**src/rtl/io_bus_ctrl.sv**
```systemverilog
// io_bus_ctrl - table-driven IO bus controller between the CPU bus and NUM_DEV
// IO devices. Decodes the IO word address into one-hot device strobes, muxes
// device ack/read data back to the CPU, acknowledges unmapped accesses itself,
// forces an ack after TIMEOUT cycles without a device ack, and keeps a sticky
// error/status register readable (and clearable by any write) at STAT_SLOT.
//
// Ports:
//   clk, rst          system clock, asynchronous active-high reset
//   io_stb            CPU strobe qualified to the IO region, held until ack
//   bus_we            write enable of the current access
//   bus_addr[5:0]     IO word address (CPU bus_addr[7:2])
//   data_in[31:0]     CPU write data (status register only)
//   dev_dout          packed device read data, device i at [32i+31:32i]
//   dev_ack           device acks
//   dev_stb           one-hot device strobes
//   data_out[31:0]    read data to the CPU
//   ack               bus ack to the CPU
//   err               sticky error flag
//   err_trig          one-cycle pulse following each error event
module io_bus_ctrl #(
  parameter int unsigned          NUM_DEV   = 12,
  parameter logic [NUM_DEV*6-1:0] DEV_BASE  = '0,
  parameter logic [NUM_DEV*6-1:0] DEV_MASK  = '1,
  parameter int unsigned          TIMEOUT   = 1023,
  parameter logic [5:0]           STAT_SLOT = 6'h2E
) (
  input  logic                    clk,
  input  logic                    rst,
  input  logic                    io_stb,
  input  logic                    bus_we,
  input  logic [5:0]              bus_addr,
  input  logic [31:0]             data_in,
  input  logic [NUM_DEV*32-1:0]   dev_dout,
  input  logic [NUM_DEV-1:0]      dev_ack,
  output logic [NUM_DEV-1:0]      dev_stb,
  output logic [31:0]             data_out,
  output logic                    ack,
  output logic                    err,
  output logic                    err_trig
);

  localparam int unsigned CW = $clog2(TIMEOUT);
  localparam logic [CW-1:0] TCNT_LAST = CW'(TIMEOUT - 1);

  typedef enum logic [1:0] {
    KIND_NONE     = 2'b00,
    KIND_TIMEOUT  = 2'b01,
    KIND_UNMAPPED = 2'b10
  } err_kind_e;

  // Write data carries no information: any write to the status slot clears it.
  logic data_in_unused;
  assign data_in_unused = ^data_in;

  logic               stat_hit;
  logic               dev_hit;
  logic               unmapped;
  logic [NUM_DEV-1:0] sel_oh;
  logic               sel_ack;
  logic [31:0]        sel_dout;
  logic               tmo;
  logic               err_evt;
  logic               stat_wr;

  logic [CW-1:0]      tcnt;
  logic [7:0]         e_cnt;
  err_kind_e          e_kind;
  logic               e_we;
  logic [5:0]         e_addr;
  logic [31:0]        stat_word;

  // Address decode: status slot first, then lowest matching device index.
  always_comb begin
    stat_hit = io_stb && (bus_addr == STAT_SLOT);
    dev_hit  = 1'b0;
    sel_oh   = '0;
    sel_ack  = 1'b0;
    sel_dout = '0;
    for (int unsigned i = 0; i < NUM_DEV; i++) begin
      if (!dev_hit &&
          ((bus_addr & DEV_MASK[6*i +: 6]) == (DEV_BASE[6*i +: 6] & DEV_MASK[6*i +: 6]))) begin
        dev_hit   = 1'b1;
        sel_oh[i] = 1'b1;
        sel_ack   = dev_ack[i];
        sel_dout  = dev_dout[32*i +: 32];
      end
    end
    dev_hit  = dev_hit && io_stb && !stat_hit;
    unmapped = io_stb && !stat_hit && !dev_hit;
    // A device ack in the last allowed cycle takes precedence over the timeout.
    tmo      = dev_hit && !sel_ack && (tcnt == TCNT_LAST);
    err_evt  = unmapped || tmo;
    stat_wr  = stat_hit && bus_we;
  end

  assign stat_word = {e_cnt, 8'h00, e_kind, e_we, 5'b00000, e_addr, 2'b00};

  // Bus response mux.
  always_comb begin
    dev_stb  = '0;
    ack      = 1'b0;
    data_out = '0;
    if (stat_hit) begin
      ack      = 1'b1;
      data_out = stat_word;
    end else if (dev_hit) begin
      dev_stb  = sel_oh;
      ack      = sel_ack || tmo;
      data_out = tmo ? 32'h0 : sel_dout;
    end else if (unmapped) begin
      ack      = 1'b1;
    end
  end

  // Timeout counter: counts waiting cycles of a device access.
  always_ff @(posedge clk or posedge rst) begin
    if (rst) begin
      tcnt <= '0;
    end else if (!io_stb || ack) begin
      tcnt <= '0;
    end else if (dev_hit && !sel_ack) begin
      tcnt <= tcnt + 1'b1;
    end
  end

  // Sticky status register and error pulse.
  always_ff @(posedge clk or posedge rst) begin
    if (rst) begin
      e_cnt    <= '0;
      e_kind   <= KIND_NONE;
      e_we     <= 1'b0;
      e_addr   <= '0;
      err      <= 1'b0;
      err_trig <= 1'b0;
    end else begin
      err_trig <= err_evt;
      if (stat_wr) begin
        e_cnt  <= '0;
        e_kind <= KIND_NONE;
        e_we   <= 1'b0;
        e_addr <= '0;
        err    <= 1'b0;
      end else if (err_evt) begin
        err    <= 1'b1;
        e_kind <= unmapped ? KIND_UNMAPPED : KIND_TIMEOUT;
        e_we   <= bus_we;
        e_addr <= bus_addr;
        if (e_cnt != 8'hFF) begin
          e_cnt <= e_cnt + 8'd1;
        end
      end
    end
  end

endmodule

```
**config.mk**
```make
export PLATFORM = sky130hd
export DESIGN_NAME = io_bus_ctrl
export DESIGN_NICKNAME = d
export VERILOG_FILES = /design/src/rtl/io_bus_ctrl.sv
export SDC_FILE = /design/constraint.sdc
export NUM_CORES = 1
export LEC_CHECK = 0
export BUFFER_PORTS_ARGS = -buffer_cell sky130_fd_sc_hd__buf_2
export CORE_AREA = 3 3 187 189
export DETAILED_ROUTE_END_ITERATION = 10
export DIE_AREA = 0 0 190 192
export GPL_TIMING_DRIVEN = 0
export PLACE_DENSITY_LB_ADDON = 0.05
export SYNTH_ARGS = -nofsm -noshare
export SYNTH_HDL_FRONTEND = slang
export SYNTH_SLANG_ARGS = --single-unit
```
**constraint.sdc**
```tcl
create_clock -name clk -period 3.3 [get_ports clk]
set_input_delay 0.66 -clock clk [delete_from_list [all_inputs] [get_ports clk]]
set_output_delay 0.66 -clock clk [all_outputs]
set_load 0.01 [all_outputs]
```
# After elaboration in Yosys (flattened, before gate mapping)
# Index checks and enable logic that the tools add are counted.
# Widths: inputs -> output; s select.
[word_totals] reg_bits=29 in_bits=438 word_cells=123
[op_classes] n_mux=69 eq_ne=3 addsub=2 reduce_logical=42
[ops] cell="$mux 32" n=15
[ops] cell="$mux 1" n=42
[ops] cell="$mux 12" n=2
[ops] cell="$mux 8" n=3
[ops] cell="$mux 10" n=2
[ops] cell="$logic_and 1x1->1" n=19
[ops] cell="$logic_not 1->1" n=15
[ops] cell="$mux 6" n=2
[ops] cell="$add 10x1->10 const B" n=1
[ops] cell="$eq 10x10->1 const B" n=1
[ops] cell="$add 8x1->8 const B" n=1
[ops] cell="$ne 8x8->1 const B" n=1
[ops] cell="$eq 6x6->1 const B" n=1
[ops] cell="$logic_not 6->1" n=1
[ops] cell="$mux 2" n=3
[ops] cell="$reduce_bool 2->1" n=3
[ops] cell="$logic_or 1x1->1" n=3
[ops] cell="$reduce_and 2->1" n=1

# Depth between registers and ports, before layout
# Gate-level depths: netlist of the first run.
[logic_depth] ltp_word=44 depth_mapped=8 depth_no_buf=8

# Worst setup path before layout of the first run
# OpenSTA, ideal clock, no wires.
[synth_timing] path_type="input port to output port" start="in bus_addr[1]" end="out data_out[11]" n_path_buf=1 required_time_ns=2.640 t_arrival_ns=2.170 cell_stages=6 slack_ns=0.470 path_cell_list="or4_4 nor3_1 and2_2 and2b_4 clkbuf_2 and2_1"
[synth_via] elab_chain_cells=42 word_cells_on_any_way=70 classes_between="eq/ne (1); mux (39); reduce/logical (30)"
[synth_lines] element="start: declaration" line="31" text="input logic [5:0] bus_addr,"
[synth_lines] element="$logic_not 6->1" line="81" text="((bus_addr & DEV_MASK[6*i +: 6]) == (DEV_BASE[6*i +: 6] & DEV_MASK[6*i +: 6]))) begin"
[synth_lines] element="$mux 1" line="80" text="if (!dev_hit &&"
[synth_lines] element="$logic_not 1->1" line="80"
[synth_lines] element="$logic_and 1x1->1" line="80"
[synth_lines] element="$mux 1" line="80"
[synth_lines] element="$logic_not 1->1" line="80"
[synth_lines] element="$logic_and 1x1->1" line="80"
[synth_lines] element="$mux 1" line="80"
[synth_lines] element="(+24 left out)"
[synth_lines] element="$logic_not 1->1" line="80"
[synth_lines] element="$logic_and 1x1->1" line="80"
[synth_lines] element="$mux 1" line="80"
[synth_lines] element="$logic_and 1x1->1 (2 in a row)" line="88" text="dev_hit = dev_hit && io_stb && !stat_hit;"
[synth_lines] element="$logic_and 1x1->1 (2 in a row)" line="91" text="tmo = dev_hit && !sel_ack && (tcnt == TCNT_LAST);"
[synth_lines] element="$mux 32" line="109" text="data_out = tmo ? 32'h0 : sel_dout;"
[synth_lines] element="$mux 32" line="106" text="end else if (dev_hit) begin"
[synth_lines] element="$mux 32 *" line="103" text="if (stat_hit) begin"
[synth_lines] element="end: declaration" line="36" text="output logic [31:0] data_out,"
# Mark *: on every way between the ends. The rest lies on a longest branch, timed or not.

# Worst setup path after layout of the first run
[layout_timing] start="in bus_addr[1]" end="out data_out[6]"
# Same word-level chain as after synthesis.

==> results.json, run 1 <==
{
  "worst_slew_margin_rel_pct": 46.3,
  "hold_ws_ps": 502,
  "fin_nets": 729,
  "viasPerCell": 2.37,
  "async_reset_ff_share_pct": 100,
  "grt_use_total_pct": 4.94,
  "period_share_pct": 96.3,
  "dieWidth_um": 190,
  "nFillCells": 3896,
  "slew_viol_final": 0,
  "ys.flop_type": "dfrtp_1",
  "die_height_um": 192,
  "clock-sinks": 29,
  "cap_violations": 0,
  "synth_top_cell_area_share_pct": 40.6,
  "p_leak_uw": 0.00128,
  "dr_total_vias": 1747,
  "io_buffers": 77,
  "drtAntennaViolNets": 0,
  "synth_most_common_cell": "dfrtp_1",
  "drc": 0,
  "wl_per_cell_um": 12.5,
  "max-clock-path-buffers": 2,
  "totalPowerFinal_uw": 1190,
  "place.gp.congestion": 0.638,
  "fin_util_pct": 8.87,
  "worstSetupPathType": "in2out",
  "grt_setup_unrepaired": "no",
  "dp_hpwl_mm": 7.29,
  "fin_setup_tns_ps": 0,
  "syn_area_sq_um": 1790,
  "cp.arrival_ps": 2520,
  "grt_pass1_wl_mm": 12.7,
  "p_per_area_nw_per_um2": 402,
  "yosysUniqueCellTypes": 42,
  "cts_root_buf": "clkbuf_16",
  "max_clock_freq_mhz": 315,
  "clock_skew_ps": 6.16,
  "hold_viol_final": 0,
  "finalSetupViolCount": 0,
  "yosys.area.top_type": "dfrtp_1",
  "synth_area_leaders": "dfrtp_1, a22o_1, and2_1",
  "synth_top_cells_by_count": "dfrtp_1, nand2_1, a22o_1",
  "syn_to_final_growth_pct": 66.0,
  "ir_drop_v": 0.000142,
  "seq_area_frac_synth_pct": 40.6,
  "min_path_type": "reg2reg",
  "htreeDepth": 2,
  "row_count": 67,
  "numCtsBuffers": 5,
  "die_area_sq_um": 36500,
  "cp-start-kind": "input port",
  "outcome": "finished, final reports clean",
  "required_ps": 2640,
  "core_area_sq_um": 33400,
  "initial_core_util_pct": 5.35,
  "overflow": 0,
  "min_period_ps": 3180,
  "cts_tree": "done",
  "drt_iter0_markers": 66,
  "yosys_warnings": 0,
  "drive_gt1_share_pct": 39.8,
  "syn_inst": 194,
  "grt_pass1_vias": 1798,
  "synth_edf_count": 0,
  "end_kind": "output pin",
  "routed_wl_mm": 9.22,
  "worstMarginPinSlew_ps": 804,
  "grt_max_degree": 30,
  "drt_first_pass_iters": 4,
  "clkTransAtPathRegs_ps": 60,
  "synth_seq_cells": 29,
  "ios": 485,
  "clkLatencyLatePin_ps": 290,
  "grt_antenna_before_repair": 0,
  "critical_path.max_fanout": 10,
  "avgSynthCellArea_sq_um": 9.22
}
[registers in the layout, summed over array words and instances (netlist names)]
register,cells
e_we,1
err_trig,1
err,1
e_addr,6
e_cnt,8
e_kind,2
tcnt,10
[final timing paths]
kind	start	end	slack (ps)	cells past startpoint
min in group asynchronous	rst	err_trig	520	2
max in group asynchronous	rst	e_cnt[7]	2260	2
worst max register to register	tcnt[0]	e_cnt[4]	1180	7
worst min-delay path	e_addr[2]	e_addr[2]	500	2
worst max-delay path	bus_addr[1]	data_out[6]	120	8
worst min register to register	e_addr[2]	e_addr[2]	500	2
[power by group]
part           switching, uW  leakage (uW)  total (uW)  internal [uW]
sequential              80.4      0.000366         486            406
combinational            114      0.000835         199           84.6
clock                    188     0.0000799         508            320
[layer usage]
metal,track usage [%],wire length [um],vias up
met2,8.00,4470,51
met5,0,0,-
met3,1.57,477,7
li1,-,-,873
met1,6.14,4100,816
met4,1.79,172,0
[stage by stage]
stage,area [sq um],instances,worst slack (ps)
after CTS,2940,736,12.4
final,2970,738,121
after global routing,2970,737,10.7
after floorplan,1830,204,470
after detailed placement,2770,729,-500
after global placement,2770,729,-445
[cells by family (layout without fill, tap and decap cells)]
kind of cell / after synthesis / in the layout / synth area share (%)
DFF: 29 / 29 / 40.6
buffers and inverters: 25 / 110 / 8.54
muxes: 3 / 3 / 1.68
adders and majority gates: 3 / 3 / 2.10
AOI/OAI and AO/OA: 39 / 39 / 17.2
xor gates and xnor gates: 8 / 8 / 3.92
and+or+nand+nor: 86 / 86 / 25.8
other: 1 / 12 / 0.210
[layout by cell type (no fill, tap or decap), types with 3 or more instances in the layout]
| master | Yosys | layout |
|---|---|---|
| inv_1 | 5 | 4 |
| dfrtp_1 | 29 | 29 |
| ha_1 | 3 | 3 |
| nand3_1 | 14 | 14 |
| xnor2_1 | 5 | 5 |
| and2_1 | 16 | 15 |
| a21oi_1 | 5 | 5 |
| mux2i_1 | 3 | 3 |
| o311ai_0 | 3 | 3 |
| clkbuf_16 | 0 | 5 |
| conb_1 | 1 | 11 |
| nand2_1 | 23 | 23 |
| nor2_1 | 13 | 13 |
| nand4_1 | 4 | 4 |
| o41ai_1 | 3 | 3 |
| buf_4 | 13 | 13 |
| buf_2 | 1 | 78 |
| xor2_1 | 3 | 3 |
| o211ai_1 | 3 | 3 |
| a22o_1 | 17 | 17 |
[cell type report]
type                    count  area, sq um  area share (%)
clock buffers               7          153            5.14
multi-input cells         150          971            32.7
diodes                      1         2.50          0.0843
plain buffers              18          135            4.55
flip-flops and latches     29          726            24.5
well taps                 448          561            18.9
clock inverters             1         5.00           0.169
inverters                   6         22.5           0.759
repair buffers             78          393            13.2
[timing repair]
action / 4_1_cts / 5_1_grt
buffers inserted: 0 / 1
hold buffers: 0 / 0
gates resized for setup: 5 / 3
setup endpoints to repair: 30 / 5
pin swaps: 0 / 1
[worst max-delay path, stage by stage]
cell     delay, ps
buf_2          110
or4_4          600
nor3_4         200
and2_2         190
and2b_4        240
buf_8          180
a22o_1         180
buf_2          150
Power figures use the tool's default switching activity.
==> run 2: changes to the inputs <==
CORE_AREA = 2 2 191 193   (was 3 3 187 189)
DIE_AREA = 0 0 193 195   (was 0 0 190 192)
==> run 2 against run 1 <==
  * Total power fell by 4.4%
  * Worst setup slack improved by 24 ps
  * Critical path depth did not move
  * Hold slack lost 11 ps
  * First-iteration DRC count up 42%
  * Sequential cell count stayed put
  * Via count barely moved
  * Count of clock-buffer cells in the layout up 1
  * Sequential share of layout area rose by 0.093 points
  * Combinational power shrank 3%
  * Core utilization down 0.52 points
  * Largest cell class unchanged
==> results.json, run 2 (synthesized netlist as in run 1, its figures left out) <==
{
  "worstMarginPinSlew_ps": 787,
  "grt_max_degree": 30,
  "overflow": 0,
  "hold_viol_final": 0,
  "final_cell_mix": "buf_2, dfrtp_1, nand2_1",
  "grt_pass1_vias": 1795,
  "fin_nets": 728,
  "clock_skew_ps": 7.40,
  "postCtsHoldBufs": 0,
  "htreeDepth": 2,
  "dp_hpwl_mm": 7.29,
  "min_period_ps": 3160,
  "grt_use_total_pct": 4.93,
  "slew_viol_final": 0,
  "grt_setup_unrepaired": "no",
  "drive_gt1_share_pct": 38.5,
  "cts_tree": "done",
  "totalPowerFinal_uw": 1140,
  "dp_slack_ps": -554,
  "drt_first_pass_iters": 4,
  "largestRegisters": "tcnt: 10 flops, e_cnt: 8 flops, e_addr: 6 flops",
  "row_count": 69,
  "ir_drop_v": 0.000165,
  "worstSetupPathType": "in2out",
  "clock-sinks": 29,
  "dieWidth_um": 193,
  "syn_to_final_growth_pct": 65.4,
  "die_area_sq_um": 37600,
  "grt_antenna_before_repair": 1,
  "clkTransAtPathRegs_ps": 50,
  "place.gp.congestion": 0.622,
  "drtAntennaViolNets": 0,
  "clkLatencyLatePin_ps": 280,
  "cp-start-kind": "input port",
  "layout_commonest_cell": "buf_2",
  "largest_register_ffs": 10,
  "outcome": "finished, final reports clean",
  "post-route-cell-area_sq_um": 2960,
  "max_clock_freq_mhz": 317,
  "dr_total_vias": 1746,
  "required_ps": 2640,
  "io_buffers": 77,
  "drc": 0,
  "grt_pass1_wl_mm": 13.0,
  "viasPerCell": 2.33,
  "max-clock-path-buffers": 2,
  "cts-resized-gates": 5,
  "period_share_pct": 95.6,
  "ios": 485,
  "cts_root_buf": "clkbuf_16",
  "cp.arrival_ps": 2500,
  "initial_core_util_pct": 5.05,
  "numCtsBuffers": 5,
  "core_area_sq_um": 35400,
  "worst_slew_margin_rel_pct": 47.5,
  "layout_setup_ws_ps": 145,
  "end_kind": "output pin",
  "p_per_area_nw_per_um2": 386,
  "die_height_um": 195,
  "largest_register": "tcnt",
  "critical_path.max_fanout": 10,
  "routed_wl_mm": 9.26,
  "p_leak_uw": 0.00126,
  "min_path_type": "reg2reg",
  "finalSetupViolCount": 0,
  "placed_area_sq_um": 2790,
  "drt_iter0_markers": 94,
  "cap_violations": 0,
  "wl_per_cell_um": 12.3,
  "cts_setup_buffers": 0
}
-- run 2: layer usage --
layer / GRT usage [%] / part of all wire [%] / vias to the layer above
met2: 8.76 / 51 / 50
li1: - / - / 863
met5: 0 / 0 / -
met3: 1.51 / 5.5 / 4
met1: 5.86 / 43 / 829
met4: 0.842 / 0.50 / 0
-- run 2: area by class of cell --
| type | count | area (sq um) |
|---|---|---|
| buffer | 18 | 135 |
| clock buffer | 8 | 136 |
| inverter | 6 | 22.5 |
| timing repair buffer | 77 | 385 |
| tap | 461 | 577 |
| fill | 4154 | 32400 |
| antenna | 1 | 2.50 |
| multi-input combinational | 150 | 972 |
| sequential | 29 | 726 |
-- run 2: final timing paths --
path,slack [ps],end,from,depth (start not counted)
setup / recovery,140,data_out[6],bus_addr[1],8
hold / removal,490,err,err,1
setup reg to reg,1220,e_cnt[6],tcnt[0],7
hold reg to reg,490,err,err,1
max in group asynchronous,2270,tcnt[2],rst,2
min in group asynchronous,520,err_trig,rst,2
-- run 2: through the flow --
stage / utilization, % / instances / hold WS (ps) / setup TNS, ps
6_report: 8.35 / 750 / 492 / 0
3_5_place_dp: 7.88 / 742 / 476 / -7470
5_1_grt: 8.35 / 749 / 527 / 0
4_1_cts: 8.30 / 749 / 500 / 0
2_1_floorplan: - / 204 / 467 / 0
3_3_place_gp: 7.88 / 742 / 477 / -7800
-- run 2: worst max-delay path, stage by stage --
cell	delay, ps
buf_2	120
or4_4	590
nor3_4	210
and2_4	190
and2b_4	200
buf_8	160
a22o_1	190
buf_2	150
-- run 2: where the power goes --
part,switching [uW],leakage (uW),total (uW),internal (uW)
combinational,110,0.000830,194,84.4
sequential,77.7,0.000366,483,406
clock,181,0.0000652,463,281
total,369,0.00126,1140,771
==> run 3: changes to the inputs <==
REMOVE_ABC_BUFFERS = 1   (was not set)
==> run 3 against run 2 <==
  * Clock skew is 1.4 ps higher
  * Maximum frequency is 0.96% lower
  * Combinational power is 4% lower
  * Register-to-register slack worse by 190 ps
  * Global-route usage is 0.29 points lower
  * Design area is 1.9% lower
  * Count of clock-buffer cells in the layout is 2 lower
  * Clock power hardly changed
  * Sequential cell count stayed put
  * Core utilization is 0.16 points lower
==> results.json, run 3 (synthesized netlist as in run 1, its figures left out) <==
{
  "cts_root_buf": "clkbuf_16",
  "core_area_sq_um": 35400,
  "drive_gt1_share_pct": 36.4,
  "ir_drop_v": 0.000161,
  "p_int_uw": 761,
  "cp.arrival_ps": 2530,
  "die_area_sq_um": 37600,
  "clkLatencyLatePin_ps": 290,
  "fin_setup_tns_ps": 0,
  "numCtsBuffers": 5,
  "htreeDepth": 2,
  "multi_input_area_sq_um": 985,
  "syn_to_final_growth_pct": 62.3,
  "slew_viol_final": 0,
  "pwr-share-comb_pct": 16.6,
  "ios": 485,
  "cts_tree": "done",
  "clock-sinks": 29,
  "period_share_pct": 96.5,
  "drt_first_pass_iters": 4,
  "viasPerCell": 2.33,
  "die_height_um": 195,
  "final_cell_mix": "buf_2, dfrtp_1, nand2_1",
  "clkTransAtPathRegs_ps": 60,
  "largest_register": "tcnt",
  "finalSetupViolCount": 0,
  "end_kind": "output pin",
  "fin_nets": 715,
  "overflow": 0,
  "grt_pass1_wl_mm": 12.4,
  "worstSetupPathType": "in2out",
  "largestRegisters": "tcnt: 10 flops, e_cnt: 8 flops, e_addr: 6 flops",
  "largest_register_ffs": 10,
  "grt_max_degree": 30,
  "grt_use_total_pct": 4.64,
  "layout_commonest_cell": "buf_2",
  "min_path_type": "in2async",
  "clockPowerShare_pct": 40.7,
  "postCtsHoldBufs": 0,
  "routed_wl_mm": 8.64,
  "use_met3_pct": 1.47,
  "max-clock-path-buffers": 2,
  "seq_area_sq_um": 726,
  "row_count": 69,
  "hold_viol_final": 0,
  "dieWidth_um": 193,
  "min_period_ps": 3190,
  "worstMarginPinSlew_ps": 735,
  "busiest_layer": "met2",
  "grt_antenna_before_repair": 2,
  "p_per_area_nw_per_um2": 389,
  "place.gp.congestion": 0.595,
  "drtAntennaViolNets": 0,
  "required_ps": 2640,
  "power_frac_seq_pct": 42.7,
  "wl_per_cell_um": 11.7,
  "dr_total_vias": 1717,
  "nFillCells": 4146,
  "layout_setup_ws_ps": 115,
  "initial_core_util_pct": 5.05,
  "clock_skew_ps": 8.76,
  "drt_iter0_markers": 52,
  "swShare_pct": 32.5,
  "critical_path.max_fanout": 11,
  "dp_hpwl_mm": 6.31,
  "dp_slack_ps": -329,
  "grt_setup_unrepaired": "no",
  "met2_usage_pct": 7.73,
  "p_leak_uw": 0.00121,
  "max_clock_freq_mhz": 314,
  "totalPowerFinal_uw": 1130,
  "io_buffers": 78,
  "met1_usage_pct": 5.75,
  "drc": 0,
  "worst_slew_margin_rel_pct": 51.0,
  "grt_pass1_vias": 1870,
  "outcome": "finished, final reports clean",
  "cp-start-kind": "input port",
  "cap_violations": 0,
  "switchingPower_uw": 367
}
==> run 3: critical path: stages <==
cell	delay [ps]
buf_2	110
or4_4	590
nor3_4	210
and2_2	290
and2b_4	210
buf_12	140
and2_1	160
buf_2	150
==> run 3: layer usage <==
metal | share of wire [%] | wire (um) | vias up
li1 | - | - | 838
met1 | 45 | 3880 | 809
met2 | 47 | 4050 | 63
met3 | 7.2 | 620 | 7
met4 | 1.0 | 87 | 0
met5 | 0 | 0 | -
==> run 3: cell type report <==
class	instances	share of cell area, %
Antenna cell	1	0.0862
Clock buffer	6	4.44
Clock inverter	2	0.345
Inverter	6	0.776
Multi-Input combinational cell	151	33.9
Sequential cell	29	25.0
Tap cell	461	19.9
Timing Repair Buffer	81	15.5
==> run 3: power by group through the flow <==
stage,sequential [uW],clock [uW],combinational [uW]
after floorplan,458,0,113
after global placement,493,0,188
after detailed placement,493,0,188
after CTS,487,490,193
after global routing,494,506,221
final,482,460,187
==> run 3: final timing paths <==
| check | start | endpoint | slack (ps) | cells past startpoint |
|---|---|---|---|---|
| setup / recovery | bus_addr[1] | data_out[8] | 110 | 8 |
| hold / removal | rst | e_cnt[4] | 390 | 3 |
| setup reg to reg | tcnt[0] | e_cnt[3] | 1030 | 7 |
| hold reg to reg | e_addr[4] | e_addr[4] | 500 | 2 |
| max in group asynchronous | rst | e_addr[5] | 2720 | 3 |
| min in group clk | e_addr[4] | e_addr[4] | 500 | 2 |
==> run 3: what timing repair did <==
action                     CTS  global route
setup endpoints to repair   32            16
gates resized for setup      6             1
buffers inserted             2             0
pin swaps                    0             0
gates cloned                 1             0
==> run 3: metrics by stage <==
stage | instances | cell area [sq um] | utilization, % | hold slack [ps]
after floorplan | 185 | 1700 | - | 467
after global placement | 724 | 2660 | 7.52 | 484
after detailed placement | 725 | 2680 | 7.58 | 487
after CTS | 736 | 2900 | 8.19 | 394
after global routing | 736 | 2900 | 8.19 | 408
final | 737 | 2900 | 8.20 | 394
